--- src/rtl/rob_writeback_arb.sv ---
// Completion/writeback arbiter: one holding register per functional unit, up to two
// round-robin grants per cycle, registered ROB-update / CDB broadcast on two lanes.
module rob_writeback_arb #(
  parameter int NUM_FU  = 4,
  parameter int ROB_IDX = 5,
  parameter int PRF_IDX = 6,
  parameter int DATA_W  = 64
) (
  input  logic                      clk,
  input  logic                      reset,
  input  logic                      branch_miss,
  input  logic [NUM_FU-1:0]         fu_valid,
  output logic [NUM_FU-1:0]         fu_ready,
  input  logic [NUM_FU*ROB_IDX-1:0] fu_rob_idx,
  input  logic [NUM_FU*PRF_IDX-1:0] fu_pdest,
  input  logic [NUM_FU*DATA_W-1:0]  fu_value,
  input  logic [NUM_FU-1:0]         fu_bt,
  input  logic [NUM_FU*DATA_W-1:0]  fu_ba,
  output logic                      dup1_req,
  output logic                      dup2_req,
  output logic [ROB_IDX-1:0]        rob_idx_out1,
  output logic [ROB_IDX-1:0]        rob_idx_out2,
  output logic                      bt_ex_out1,
  output logic                      bt_ex_out2,
  output logic [DATA_W-1:0]         ba_ex_out1,
  output logic [DATA_W-1:0]         ba_ex_out2,
  output logic [PRF_IDX-1:0]        cdb_pdest1,
  output logic [PRF_IDX-1:0]        cdb_pdest2,
  output logic [DATA_W-1:0]         cdb_value1,
  output logic [DATA_W-1:0]         cdb_value2
);

  localparam int PTR_W = (NUM_FU > 1) ? $clog2(NUM_FU) : 1;
  localparam logic [PTR_W-1:0] LAST_FU = PTR_W'(NUM_FU - 1);

  logic [NUM_FU-1:0]  hold_v_q;
  logic [ROB_IDX-1:0] hold_rob_q   [NUM_FU];
  logic [PRF_IDX-1:0] hold_pdest_q [NUM_FU];
  logic [DATA_W-1:0]  hold_value_q [NUM_FU];
  logic               hold_bt_q    [NUM_FU];
  logic [DATA_W-1:0]  hold_ba_q    [NUM_FU];

  logic [PTR_W-1:0]   rr_ptr_q, rr_ptr_d;
  logic [PTR_W-1:0]   cand_s;
  logic [NUM_FU-1:0]  grant_s;
  logic               g1_v_s, g2_v_s;
  logic [PTR_W-1:0]   g1_idx_s, g2_idx_s;

  // A hold can accept a new result while empty or while it is being drained this cycle.
  assign fu_ready = {NUM_FU{~branch_miss}} & (~hold_v_q | grant_s);

  // Round-robin scan starting at rr_ptr_q: first valid hold takes lane 1, second takes lane 2.
  always_comb begin
    grant_s  = '0;
    g1_v_s   = 1'b0;
    g2_v_s   = 1'b0;
    g1_idx_s = '0;
    g2_idx_s = '0;
    cand_s   = '0;
    for (int k = 0; k < NUM_FU; k++) begin
      cand_s = PTR_W'((int'(rr_ptr_q) + k) % NUM_FU);
      if (!branch_miss && hold_v_q[cand_s] && !g1_v_s) begin
        g1_v_s          = 1'b1;
        g1_idx_s        = cand_s;
        grant_s[cand_s] = 1'b1;
      end else if (!branch_miss && hold_v_q[cand_s] && !g2_v_s) begin
        g2_v_s          = 1'b1;
        g2_idx_s        = cand_s;
        grant_s[cand_s] = 1'b1;
      end else begin
      end
    end
  end

  // Pointer moves past the last index granted; it stays put on idle cycles.
  always_comb begin
    rr_ptr_d = rr_ptr_q;
    if (g2_v_s) begin
      rr_ptr_d = (g2_idx_s == LAST_FU) ? '0 : g2_idx_s + PTR_W'(1);
    end else if (g1_v_s) begin
      rr_ptr_d = (g1_idx_s == LAST_FU) ? '0 : g1_idx_s + PTR_W'(1);
    end else begin
      rr_ptr_d = rr_ptr_q;
    end
  end

  // Hold registers: squash on mispredict, refill on handshake, otherwise drain on grant.
  always_ff @(posedge clk or posedge reset) begin
    if (reset) begin
      hold_v_q <= '0;
      for (int i = 0; i < NUM_FU; i++) begin
        hold_rob_q[i]   <= '0;
        hold_pdest_q[i] <= '0;
        hold_value_q[i] <= '0;
        hold_bt_q[i]    <= 1'b0;
        hold_ba_q[i]    <= '0;
      end
    end else begin
      for (int i = 0; i < NUM_FU; i++) begin
        if (branch_miss) begin
          hold_v_q[i] <= 1'b0;
        end else if (fu_valid[i] && fu_ready[i]) begin
          hold_v_q[i]     <= 1'b1;
          hold_rob_q[i]   <= fu_rob_idx[i*ROB_IDX +: ROB_IDX];
          hold_pdest_q[i] <= fu_pdest[i*PRF_IDX +: PRF_IDX];
          hold_value_q[i] <= fu_value[i*DATA_W +: DATA_W];
          hold_bt_q[i]    <= fu_bt[i];
          hold_ba_q[i]    <= fu_ba[i*DATA_W +: DATA_W];
        end else if (grant_s[i]) begin
          hold_v_q[i] <= 1'b0;
        end else begin
          hold_v_q[i] <= hold_v_q[i];
        end
      end
    end
  end

  // Arbitration pointer and the two registered writeback lanes.
  always_ff @(posedge clk or posedge reset) begin
    if (reset) begin
      rr_ptr_q     <= '0;
      dup1_req     <= 1'b0;
      dup2_req     <= 1'b0;
      rob_idx_out1 <= '0;
      rob_idx_out2 <= '0;
      bt_ex_out1   <= 1'b0;
      bt_ex_out2   <= 1'b0;
      ba_ex_out1   <= '0;
      ba_ex_out2   <= '0;
      cdb_pdest1   <= '0;
      cdb_pdest2   <= '0;
      cdb_value1   <= '0;
      cdb_value2   <= '0;
    end else begin
      rr_ptr_q     <= rr_ptr_d;
      dup1_req     <= g1_v_s;
      dup2_req     <= g2_v_s;
      rob_idx_out1 <= hold_rob_q[g1_idx_s];
      rob_idx_out2 <= hold_rob_q[g2_idx_s];
      bt_ex_out1   <= hold_bt_q[g1_idx_s];
      bt_ex_out2   <= hold_bt_q[g2_idx_s];
      ba_ex_out1   <= hold_ba_q[g1_idx_s];
      ba_ex_out2   <= hold_ba_q[g2_idx_s];
      cdb_pdest1   <= hold_pdest_q[g1_idx_s];
      cdb_pdest2   <= hold_pdest_q[g2_idx_s];
      cdb_value1   <= hold_value_q[g1_idx_s];
      cdb_value2   <= hold_value_q[g2_idx_s];
    end
  end

endmodule
--- config.mk ---
export PLATFORM = sky130hd
export DESIGN_NAME = rob_writeback_arb
export DESIGN_NICKNAME = d
export VERILOG_FILES = /design/src/rtl/rob_writeback_arb.sv
export SDC_FILE = /design/constraint.sdc
export NUM_CORES = 2
export LEC_CHECK = 0
export CORE_UTILIZATION = 30
export DETAILED_ROUTE_END_ITERATION = 8
export PLACE_DENSITY = 0.49
export SYNTH_ARGS = -nofsm -noshare
export SYNTH_HDL_FRONTEND = slang
export SYNTH_SLANG_ARGS = --single-unit
--- constraint.sdc ---
create_clock -name clk -period 33.5 [get_ports clk]
set_input_delay 3.35 -clock clk [delete_from_list [all_inputs] [get_ports clk]]
set_output_delay 3.35 -clock clk [all_outputs]
set_load 0.01 [all_outputs]
# Word level (Yosys, flattened, before mapping)
# Cells that the tools add are included.
word_totals:
  reg_bits: 848
  input_bits: 567
  out_inout_bits: 286
  word_cells: 188
op_classes:
  addsub: 5
  magnitude_cmp: 10
  eq_ne: 2
  mux: 91
  n_bitwise: 9
  n_reduce_logical: 34
ops:
  columns: ["op", "n"]
  rows:
  - ["$bmux W64 S2", 4]
  - ["$mux W64", 8]
  - ["$mux W1", 35]
  - ["$mux W2", 15]
  - ["$mux W4", 7]
  - ["$bmux W6 S2", 2]
  - ["$mux W6", 4]
  - ["$bmux W5 S2", 2]
  - ["$mux W5", 4]
  - ["$logic_and A1 B1 Y1", 18]
  - ["$or A4 B4 Y4", 4]
  - ["$bmux W1 S2", 6]
  - ["$lt A2 B3 Y1 const B", 4]
  - ["$reduce_bool A3 Y1", 4]
  - ["$demux W1 S2", 4]
  - ["$ge A2 B1 Y1 const B", 4]
  - ["$reduce_and A2 Y1", 4]
  - ["$logic_not A1 Y1", 7]
  - ["$add A2 B1 Y2 const B", 3]
  - ["$ge A3 B3 Y1 const B", 2]
  - ["$not A2 Y3", 2]
  - ["$add A2 B2 Y2 const B", 2]
  - ["$and A4 B4 Y4", 1]
  - ["$eq A2 B2 Y1 const B", 2]
  - ["3 further kinds", 3]

# Longest topological paths before layout
depth:
  ltp_word: 22
  ltp_mapped: 15
  ltp_nobuf: 8

# Least setup slack after synthesis
# No wires, ideal clock.
synth_timing:
  kind: "input-to-output"
  from: "input port branch_miss"
  to: "output port fu_ready[0]"
  t_arrival_ns: 4.238
  t_required_ns: 30.150
  slack_ns: 25.912
  path_stages: 5
  path_buffers: 0
  cell_sequence: "inv_1 > and2_1 > and2_1 > a221oi_1 > nor2_1"
synth_via:
  elab_chain_cells: 18
  word_cells_on_any_way: 38
  cone_classes: "mux: 15; bitwise: 6; reduce/logical: 17"
synth_rtl:
  columns: ["element", "line_no", "text"]
  rows:
  - ["start, declared", "11", "input logic branch_miss,"]
  - ["$logic_not A1 Y1", "62, 66", null]
  - ["$logic_and A1 B1 Y1", "62, 66", null]
  - ["$mux W1", "62, 66", null]
  - ["$mux W1", "62", "if (!branch_miss && hold_v_q[cand_s] && !g1_v_s) begin"]
  - ["$logic_not A1 Y1", "66", "end else if (!branch_miss && hold_v_q[cand_s] && !g2_v_s) begin"]
  - ["$logic_and A1 B1 Y1", "66", null]
  - ["$mux W1", "66", null]
  - ["$mux W1", "62", null]
  - ["[2 not listed]", null, null]
  - ["$mux W1", "66", null]
  - ["$mux W1", "62", null]
  - ["$logic_not A1 Y1", "66", null]
  - ["$logic_and A1 B1 Y1", "66", null]
  - ["$mux W4", "66", null]
  - ["$mux W4", "62", null]
  - ["$or A4 B4 Y4", "50", "assign fu_ready = {NUM_FU{~branch_miss}} & (~hold_v_q | grant_s);"]
  - ["$and A4 B4 Y4 *", "50", null]
  - ["end, declared", "13", "output logic [NUM_FU-1:0] fu_ready,"]
# Every way passes the cells marked *; elsewhere a longest branch is shown, timed or not.

# Worst setup path after layout
layout_timing:
  from: "input port branch_miss"
  to: "output port fu_ready[2]"
# Same word-level chain as after synthesis.

==> run_summary.xml <==
<?xml version="1.0" encoding="UTF-8"?>
<metrics>
  <group name="finish">
    <metric name="design_area" unit="mm^2">0.0508</metric>
    <metric name="synthToLayoutAreaGrowth" unit="%">35.4</metric>
    <metric name="drive_above_1_share" unit="%">29.2</metric>
    <metric name="final_net_count" unit="">3643</metric>
    <metric name="most_common_library_cell_in_the_layout_ignoring_fill_and_taps" unit="">sky130_fd_sc_hd__clkdlybuf4s50_1</metric>
    <metric name="finalNonFillerCells" unit="">4809</metric>
    <metric name="layout_common_cells" unit="">sky130_fd_sc_hd__clkdlybuf4s50_1, sky130_fd_sc_hd__dfrtp_1, sky130_fd_sc_hd__mux2i_1</metric>
  </group>
  <group name="logic_synthesis">
    <metric name="seq_area_frac_synth" unit="%">56.6</metric>
    <metric name="post_synthesis_cell_area" unit="mm^2">0.0375</metric>
    <metric name="yosys_warnings" unit="">0</metric>
    <metric name="avgSynthCellArea" unit="um^2">16.9</metric>
    <metric name="post_synth_inst_count" unit="">2220</metric>
    <metric name="number_of_synthesized_flops_with_an_enable_pin" unit="">0</metric>
    <metric name="ys_async_rst_share" unit="%">100</metric>
    <metric name="synth_fp_nets" unit="">2795</metric>
    <metric name="yosys_most_used_dff" unit="">sky130_fd_sc_hd__dfrtp_1</metric>
    <metric name="count_of_state_elements_after_synthesis" unit="">848</metric>
    <metric name="netlist_cell_types" unit="">43</metric>
  </group>
  <group name="sta">
    <metric name="worst-slew-pin-transition" unit="ns">1.17</metric>
    <metric name="final_min_period_over_clock_period" unit="%">27.3</metric>
    <metric name="fin_tns_setup" unit="ns">0</metric>
    <metric name="max_clock_freq" unit="MHz">109</metric>
    <metric name="finalClockSkew" unit="ns">0.0265</metric>
    <metric name="final_period_minus_worst_setup_slack" unit="ns">9.14</metric>
    <metric name="slew_headroom" unit="%">22.1</metric>
    <metric name="finalHoldViolCount" unit="">0</metric>
    <metric name="report.final.setup_viol" unit="">0</metric>
    <metric name="setup_repair_after_global_routing_missed_its_margin" unit="">false</metric>
    <metric name="drv_slew" unit="">0</metric>
  </group>
  <group name="clocking">
    <metric name="cts-root-buf" unit="">sky130_fd_sc_hd__clkbuf_16</metric>
    <metric name="clk_pin_slew" unit="ns">0.06</metric>
    <metric name="clk-insertion-delay-late" unit="ns">0.71</metric>
    <metric name="numClockSinks" unit="">848</metric>
    <metric name="cts_inserted_buffers" unit="">101</metric>
    <metric name="post_cts_buffers" unit="">0</metric>
    <metric name="postCtsResizedCells" unit="">0</metric>
    <metric name="max-clock-path-buffers" unit="">3</metric>
    <metric name="cts.htree.levels" unit="">3</metric>
    <metric name="cts-hold-fix-buffers" unit="">0</metric>
    <metric name="tritoncts_clock_tree" unit="">built</metric>
  </group>
  <group name="critical_path">
    <metric name="critPathRequiredTime" unit="ns">30.15</metric>
    <metric name="timing.critical_path.cells" unit="">clkdlybuf4s50_1 -&gt; buf_4 -&gt; inv_1 -&gt; and2_1 -&gt; and2_1 -&gt; a221oi_1 -&gt; nor2_1 -&gt; clkdlybuf4s50_1</metric>
    <metric name="cpMaxStageDelayCell" unit="">sky130_fd_sc_hd__a221oi_1</metric>
    <metric name="worst-endpoint-arrival" unit="ns">5.79</metric>
    <metric name="cp_max_fo" unit="">15</metric>
    <metric name="end_kind" unit="">primary output</metric>
    <metric name="worst_path_largest_cell_delay" unit="ns">0.58</metric>
    <metric name="timing.setup.critical_path_class" unit="">input port to primary output</metric>
    <metric name="setup.worst_path.start_class" unit="">input port</metric>
  </group>
  <group name="power">
    <metric name="seq_power_share" unit="%">36.6</metric>
    <metric name="leakage" unit="uW">0.0204</metric>
    <metric name="power_switching" unit="uW">1560</metric>
    <metric name="power.combinational.fraction" unit="%">40.4</metric>
    <metric name="intPower" unit="uW">3200</metric>
    <metric name="power.clock.fraction" unit="%">23.0</metric>
    <metric name="cell_area_power_density" unit="mW/mm^2">93.8</metric>
    <metric name="power.share.switching" unit="%">32.8</metric>
    <metric name="irDropWorstVdd" unit="uV">82.2</metric>
  </group>
  <group name="placement">
    <metric name="dp.final_hpwl" unit="um">84000</metric>
    <metric name="post-place-cells" unit="">4602</metric>
    <metric name="port-buffer-count" unit="">852</metric>
    <metric name="placed_instance_area" unit="mm^2">0.0474</metric>
    <metric name="place_congestion" unit="">0.820</metric>
  </group>
  <group name="min_path">
    <metric name="hold_wc_path_type" unit="">flop to flop</metric>
  </group>
  <group name="route">
    <metric name="detail_route.first_pass.iterations" unit="">9</metric>
    <metric name="remaining_design_rule_violation_count" unit="">206</metric>
    <metric name="vias_per_cell" unit="">4.78</metric>
    <metric name="routed-via-count" unit="">22967</metric>
    <metric name="iteration_0_drc_markers" unit="">1226</metric>
    <metric name="routedWlPerCell" unit="um">25.8</metric>
    <metric name="finalWirelength" unit="um">124000</metric>
    <metric name="antenna_viol_nets_final" unit="">0</metric>
  </group>
  <group name="global_route">
    <metric name="number_of_antenna_violations_at_the_first_check_in_global_routing" unit="">45</metric>
    <metric name="first_global_vias" unit="">25867</metric>
    <metric name="globalRoute.totalOverflow" unit="">0</metric>
    <metric name="groute.usage.overall" unit="%">19.5</metric>
    <metric name="grt_first_pass_wirelength" unit="um">181000</metric>
    <metric name="maximum_number_of_pins_on_one_net_before_global_route_repair" unit="">159</metric>
  </group>
  <group name="die">
    <metric name="core_area" unit="mm^2">0.124</metric>
    <metric name="die_height" unit="um">355</metric>
    <metric name="placement_rows" unit="">129</metric>
    <metric name="initial_cell_density_of_the_core" unit="%">30.3</metric>
    <metric name="io-pin-count" unit="">853</metric>
    <metric name="die_width" unit="um">355</metric>
    <metric name="die_area" unit="mm^2">0.126</metric>
  </group>
  <group name="status">
    <metric name="violated_checks" unit="">DRC</metric>
    <metric name="run_status" unit="">finished, violations left</metric>
  </group>
  <group name="run">
    <metric name="timing.max_cap.violations" unit="">0</metric>
  </group>
</metrics>
[worst paths after layout]
check	start	end	slack [ns]	cells past startpoint
max reg2reg	rr_ptr_q[0]	cdb_value1[60]	26.63	10
max in group asynchronous	reset	hold_value_q[52]	27.10	5
min in group asynchronous	reset	hold_ba_q[216]	3.19	2
min reg2reg	hold_ba_q[172]	hold_ba_q[172]	0.53	1
max	branch_miss	fu_ready[2]	24.36	8
min	hold_ba_q[172]	hold_ba_q[172]	0.53	1
[cells in the mapped netlist, types with 4 or more instances]
cell type                  instances  area share, %
sky130_fd_sc_hd__inv_1             7          0.070
sky130_fd_sc_hd__buf_1            15           0.15
sky130_fd_sc_hd__nand2_1           7          0.070
sky130_fd_sc_hd__buf_12           22            1.2
sky130_fd_sc_hd__mux2_2          362             11
sky130_fd_sc_hd__a21oi_1          10           0.13
sky130_fd_sc_hd__mux2_4          200            8.0
sky130_fd_sc_hd__ha_1              8           0.27
sky130_fd_sc_hd__dfrtp_1         848             57
sky130_fd_sc_hd__a31oi_1           4          0.067
sky130_fd_sc_hd__buf_2            78            1.0
sky130_fd_sc_hd__buf_4             9           0.18
sky130_fd_sc_hd__mux4_2          144            8.7
sky130_fd_sc_hd__and2_1            5          0.083
sky130_fd_sc_hd__mux2i_1         423             11
sky130_fd_sc_hd__nor2_1           10           0.10
sky130_fd_sc_hd__clkbuf_1         23           0.23
[final cells by class]
class | count | area, um^2
antenna | 19 | 47.5
clock buffer | 154 | 3010
clock inverter | 34 | 303
fill | 11260 | 73000
inverter | 7 | 33.8
multi-input combinational | 1216 | 15200
sequential | 848 | 21200
tap | 1637 | 2050
timing repair buffer | 894 | 8870
[power by group through the flow]
stage | Combinational (uW) | Clock [uW] | Sequential (uW)
2_1_floorplan | 1130 | 0 | 1760
3_3_place_gp | 1930 | 0 | 1740
3_5_place_dp | 1960 | 0 | 1760
4_1_cts | 1970 | 1130 | 1750
5_1_grt | 2050 | 1170 | 1800
6_report | 1920 | 1090 | 1740
[logic make-up (layout without fill, tap and decap cells)]
| family | count (synthesis) | in the layout | synth area share (%) |
|---|---|---|---|
| AO/OA/AOI/OAI | 32 | 32 | 0.578 |
| XOR/XNOR | 4 | 4 | 0.0935 |
| adder cells (fa/ha/maj) | 9 | 9 | 0.297 |
| buffers and inverters | 156 | 1089 | 2.91 |
| flip-flops | 848 | 848 | 56.6 |
| multiplexers | 1129 | 1129 | 38.8 |
| other | 0 | 19 | 0 |
| AND/OR/NAND/NOR | 42 | 42 | 0.651 |
[sequential cells by signal, indices dropped and copies added (netlist names)]
name and cells:
hold_ba_q 256, hold_rob_q 20, rr_ptr_q 2, cdb_pdest2 6, cdb_value2 64, bt_ex_out2 1, hold_pdest_q 24, dup2_req 1
ba_ex_out2 64, hold_v_q 4, dup1_req 1, rob_idx_out2 5, cdb_value1 64, cdb_pdest1 6, hold_value_q 256, bt_ex_out1 1
hold_bt_q 4, ba_ex_out1 64, rob_idx_out1 5
[stage by stage]
| step | setup slack (ns) | util [%] | power, uW | hold slack [ns] |
|---|---|---|---|---|
| 2_1_floorplan | 6.32 | - | 2890 | 0.497 |
| 3_3_place_gp | 24.34 | 38.3 | 3670 | 0.508 |
| 3_5_place_dp | 24.36 | 38.3 | 3720 | 0.512 |
| 4_1_cts | 24.35 | 41.0 | 4840 | 0.529 |
| 5_1_grt | 24.16 | 41.0 | 5020 | 0.547 |
| 6_report | 24.36 | 41.0 | 4760 | 0.527 |
[critical path: cells and delay by family]
family          cells  cell delay [ns]
compound gates      1             0.58
buf+inv             4             1.41
simple gates        3             0.45
[layer usage]
layer / share of wire, % / global-route usage (%) / up-vias / wire [um]
met1: 39 / 23.3 / 12159 / 49000
met2: 50 / 32.9 / 627 / 62500
li1: - / - / 9926 / -
met5: 0.25 / 0 / - / 314
met3: 7.5 / 6.56 / 209 / 9350
met4: 2.5 / 5.75 / 46 / 3110
Note: power is estimated with default switching activity, not from simulation.
